**src/rtl/reg_to_wire_stage_pkg.sv**
```systemverilog
`default_nettype none
// reg_to_wire_stage_pkg: shared state encoding and default width for datapath output stages.
// Rev 1.0
package reg_to_wire_stage_pkg;

   localparam int DEF_WIDTH = 32;

   typedef enum logic [1:0] {
      ST_EMPTY = 2'd0,
      ST_ONE   = 2'd1,
      ST_TWO   = 2'd2
   } stage_state_t;

endpackage
`default_nettype wire

```
**src/rtl/stage_data_reg.sv**
```systemverilog
`default_nettype none
// stage_data_reg: WIDTH-bit negedge register with load enable and async active-low clear.
// Rev 1.0
module stage_data_reg #(
   parameter int WIDTH = 32
) (
   input  logic             clk,
   input  logic             rst_n,
   input  logic             load,
   input  logic [WIDTH-1:0] d,
   output logic [WIDTH-1:0] q
);

   always_ff @(negedge clk or negedge rst_n) begin
      if (!rst_n) begin
         q <= '0;
      end else if (load) begin
         q <= d;
      end
   end

endmodule
`default_nettype wire

```
**src/rtl/reg_to_wire_stage.sv**
```systemverilog
`default_nettype none
// reg_to_wire_stage: 2-entry skid buffer presenting registered words on a valid/ready output bus.
// Rev 1.0
module reg_to_wire_stage
   import reg_to_wire_stage_pkg::*;
#(
   parameter int WIDTH = DEF_WIDTH,
   parameter int CNT_W = 16
) (
   input  logic             CLK,
   input  logic             RSTn,
   input  logic             in_valid,
   output logic             in_ready,
   input  logic [WIDTH-1:0] in_data,
   input  logic             flush,
   output logic             out_valid,
   input  logic             out_ready,
   output logic [WIDTH-1:0] out_data,
   output logic [1:0]       occupancy,
   output logic [CNT_W-1:0] xfer_count
);

   stage_state_t     state;
   stage_state_t     state_nxt;
   logic             in_fire;
   logic             out_fire;
   logic             main_load;
   logic             main_from_skid;
   logic             skid_load;
   logic [WIDTH-1:0] main_d;
   logic [WIDTH-1:0] skid_q;

   // Handshake outputs come straight from the state flops, so no combinational ready path.
   assign out_valid = (state != ST_EMPTY);
   assign in_ready  = (state != ST_TWO);
   assign occupancy = state;

   assign in_fire  = in_valid && in_ready;
   assign out_fire = out_valid && out_ready;
   assign main_d   = main_from_skid ? skid_q : in_data;

   always_ff @(negedge CLK or negedge RSTn) begin
      if (!RSTn) begin
         state <= ST_EMPTY;
      end else begin
         state <= state_nxt;
      end
   end

   always_comb begin
      state_nxt      = state;
      main_load      = 1'b0;
      main_from_skid = 1'b0;
      skid_load      = 1'b0;
      if (flush) begin
         state_nxt = ST_EMPTY;
      end else begin
         unique case (state)
            ST_EMPTY: begin
               if (in_fire) begin
                  state_nxt = ST_ONE;
                  main_load = 1'b1;
               end
            end
            ST_ONE: begin
               if (in_fire && out_fire) begin
                  main_load = 1'b1;
               end else if (in_fire) begin
                  state_nxt = ST_TWO;
                  skid_load = 1'b1;
               end else if (out_fire) begin
                  state_nxt = ST_EMPTY;
               end
            end
            ST_TWO: begin
               if (out_fire) begin
                  state_nxt      = ST_ONE;
                  main_load      = 1'b1;
                  main_from_skid = 1'b1;
               end
            end
            default: begin
               state_nxt = ST_EMPTY;
            end
         endcase
      end
   end

   // A transfer seen by the consumer counts even when a flush lands on the same edge.
   always_ff @(negedge CLK or negedge RSTn) begin
      if (!RSTn) begin
         xfer_count <= '0;
      end else if (out_fire) begin
         xfer_count <= xfer_count + CNT_W'(1);
      end
   end

   stage_data_reg #(
      .WIDTH (WIDTH)
   ) u_main_reg (
      .clk   (CLK),
      .rst_n (RSTn),
      .load  (main_load),
      .d     (main_d),
      .q     (out_data)
   );

   stage_data_reg #(
      .WIDTH (WIDTH)
   ) u_skid_reg (
      .clk   (CLK),
      .rst_n (RSTn),
      .load  (skid_load),
      .d     (in_data),
      .q     (skid_q)
   );

endmodule
`default_nettype wire

```
**config.mk**
```make
export PLATFORM = sky130hd
export DESIGN_NAME = reg_to_wire_stage
export DESIGN_NICKNAME = d
export VERILOG_FILES = /design/src/rtl/reg_to_wire_stage_pkg.sv /design/src/rtl/stage_data_reg.sv /design/src/rtl/reg_to_wire_stage.sv
export SDC_FILE = /design/constraint.sdc
export NUM_CORES = 1
export LEC_CHECK = 0
export ABC_CLOCK_PERIOD_IN_PS = 2500
export BUFFER_PORTS_ARGS = -buffer_cell sky130_fd_sc_hd__buf_4
export CAP_MARGIN = 10
export CORE_MARGIN = 8
export CORE_UTILIZATION = 41
export CTS_CLUSTER_SIZE = 28
export DETAILED_ROUTE_END_ITERATION = 7
export PLACE_DENSITY_LB_ADDON = 0.1
export RECOVER_POWER = 50
export SETUP_SLACK_MARGIN = 0.4
export SLEW_MARGIN = 10
export SYNTH_ARGS = -nofsm -noshare
export SYNTH_HDL_FRONTEND = slang
export SYNTH_SLANG_ARGS = --single-unit
```
**constraint.sdc**
```tcl
create_clock -name CLK -period 2.5 [get_ports CLK]
set_input_delay 0.5 -clock CLK [delete_from_list [all_inputs] [get_ports CLK]]
set_output_delay 0.5 -clock CLK [all_outputs]
set_load 0.01 [all_outputs]
```
==> key figures <==
Finish
  • Layout net count: 466
  • Commonest non-fill, non-tap cell in the layout: buf_4
  • Ant. Diodes: 0
  • Reg area: 2050 sq um
  • Layout cell share with drive strength beyond 1: 0.737
  • Most frequent cells in the layout: buf_4 (108), dfrtn_1 (82), mux2_4 (55), buf_6 (50), mux2_2 (37)
  • Multi-input logic area: 1890 sq um
  • Area Growth Syn to Fin: 72.5%
  • # fillers: 578

Global routing
  • All-Layer GR Usage: 0.161
  • Vias in the first global route: 2804
  • First-pass GRT wire length: 14.9 mm
  • Largest net degree at the start of global routing: 63
  • Antenna violations before repair: 0
  • Gr ovfl total: 0

Critical path
  • Critical path buffers and inverters: 1
  • Top fanout value on the critical path: 2
  • Critical path capture point type: output pin
  • Critical Path AT: 2340 ps
  • Setup CP Type: flip-flop to output pin
  • CP max-delay cell: dfrtn_1
  • CP Launch Type: flip-flop
  • CP delay by family, top: flip-flops
  • Crit-path max cell delay: 370 ps
  • CP Cell Sequence: or2_4 > buf_6
  • Critical Path RT: 2000 ps

Yosys
  • Cell variety after synth: 28
  • Seq/Total Area, Yosys: 0.572
  • Avg Inst Size Synth: 14.5 sq um
  • Number of synthesized flops with an enable pin: 0
  • FFs w/ async S/R, synth: 1.00
  • Warnings, synthesis: 0
  • Mapped Area: 3590 sq um
  • Dominant synthesized flop cell: dfrtn_1
  • Gate Count Post-Synth: 247
  • Syn_nets: 285
  • Synthesized flop and latch total: 82

Routing
  • Iter 0 DRT Violations: 37
  • Total iterations of the first detailed-routing run: 4
  • ANT nets after route: 0
  • WL final: 9.83 mm
  • Via density: 4.90
  • DR DRC count: 0
  • Mean routed wirelength per cell: 18.2 um
  • DR vias: 2649

Clock tree
  • Number of CTS-inserted buffers: 9
  • Later-pin clock latency in the skew report: 330 ps
  • Clock root buffer: clkbuf_8
  • CTS max path bufs: 2
  • Hold buffer count at cts: 0
  • CTS sink cnt: 82
  • CTS tree: yes
  • Clock slew seen by the registers of the worst setup and hold paths: 50 ps
  • H-tree depth: 3

Die
  • Initial Util: 0.418
  • Core area: 8590 sq um
  • Row Count: 34
  • Die height: 110 um
  • Die area: 12000 sq um
  • Die Width: 110 um
  • Count of boundary I/O pins: 89

STA
  • Worst-Margin Slew: 871 ps
  • Relative slew slack: 0.419
  • Final Skew: 8.90 ps
  • Setup ws final: -339 ps
  • Unrepaired setup endpoints after global routing: yes
  • Hold Slack: 449 ps
  • Final setup fails: 118
  • Fin. max-slew vios: 0
  • Final Hold Vio Count: 0

Placement
  • Port Buffer Count: 88
  • Final GP Congestion: 0.734
  • Hpwl dp: 5.44 mm
  • Dpl ws: -695 ps

Min path
  • HP Class: flip-flop to flip-flop

Pwr
  • Peak VDD IR: 407 uV
  • Pwr/cell area: 703 nW/um^2
  • Leakage: 3.08 nW

Status
  • Status: finished, violations left
  • Failing checks: setup timing

Run
  • MaxCap Viol Count: 0
==> state kept, by name (all words and copies together) (netlist names) <==
| register | flops |
|---|---|
| xfer_count | 16 |
| u_main_reg.q | 32 |
| occupancy | 2 |
| u_skid_reg.q | 32 |
==> worst reg2reg max path, delay by kind of cell (launching register included) <==
kind	cells	cell delay (ps)
multiplexers	2	600
buffers and inverters	6	800
flip-flops	1	460
AND/OR/NAND/NOR	2	310
==> logic make-up after synthesis <==
logic type                 count (synthesis)  share of synthesized area
DFF                                       82                      0.572
buffers and inverters                     11                     0.0174
adders and majority gates                  1                    0.00348
AOI/OAI and AO/OA                          5                     0.0105
and+or+nand+nor                           36                     0.0565
xor gates and xnor gates                  15                     0.0366
muxes                                     97                      0.304
==> routing by layer <==
| metal | share of wire | up-vias | wire, um | global-route usage |
|---|---|---|---|---|
| li1 | - | 1243 | - | - |
| met1 | 0.40 | 1347 | 3980 | 0.193 |
| met5 | 0 | - | 0 | 0 |
| met2 | 0.54 | 53 | 5290 | 0.278 |
| met3 | 0.050 | 6 | 496 | 0.0410 |
| met4 | 0.0064 | 0 | 63 | 0.0521 |
==> power breakdown <==
part / leakage [nW] / switching [W] / internal (W)
clock: 0.134 / 0.000480 / 0.000792
combinational: 1.93 / 0.000443 / 0.000820
sequential: 1.01 / 0.000171 / 0.00164
total: 3.08 / 0.00109 / 0.00326
==> final timing paths <==
kind	startpoint	end	slack (ps)	cells past startpoint
worst max-delay path	occupancy[1]	out_valid	-340	2
worst min-delay path	u_skid_reg.q[9]	u_skid_reg.q[9]	450	1
worst max register to register	occupancy[1]	u_main_reg.q[16]	180	10
worst min register to register	u_skid_reg.q[9]	u_skid_reg.q[9]	450	1
max in group asynchronous	RSTn	u_skid_reg.q[1]	350	2
min in group asynchronous	RSTn	u_main_reg.q[28]	1390	2
==> synthesized netlist by cell type (all sizes together) (2+ instances only) <==
library cell	n	area, sq um
and3	2	12.5
buf	11	62.6
dfrtn	82	2050
mux2	96	1080
nand2	10	37.5
nand3	4	20.0
nand4	4	25.0
nor2	6	22.5
or2	2	12.5
xnor2	11	96.3
xor2	4	35.0
==> stage by stage <==
step | area, sq um | cells | total power, W | TNS [ps] | utilization
global route | 6190 | 541 | 0.00454 | -27300 | 0.721
global placement | 4640 | 456 | 0.00268 | -44980 | 0.540
CTS | 5830 | 515 | 0.00425 | -24040 | 0.678
floorplan | 3720 | 247 | 0.00224 | -30180 | -
detailed placement | 4640 | 456 | 0.00271 | -45900 | 0.540
finish | 6190 | 541 | 0.00435 | -23140 | 0.721
==> final cells by class <==
cell class	instances	area share
Clock buffer	11	0.0228
Tap cell	108	0.0218
Multi-Input combinational cell	154	0.306
Timing Repair Buffer	181	0.298
Clock inverter	5	0.0202
Sequential cell	82	0.331
==> what timing repair did <==
action	in CTS	in global routing
endpoints found under the hold margin	0	0
pin swaps	19	11
endpoints found under the setup margin	134	134
gates resized for setup	110	33
setup buffers	35	24
cloned	8	2
No activity file was read; power rests on OpenSTA's default activity.
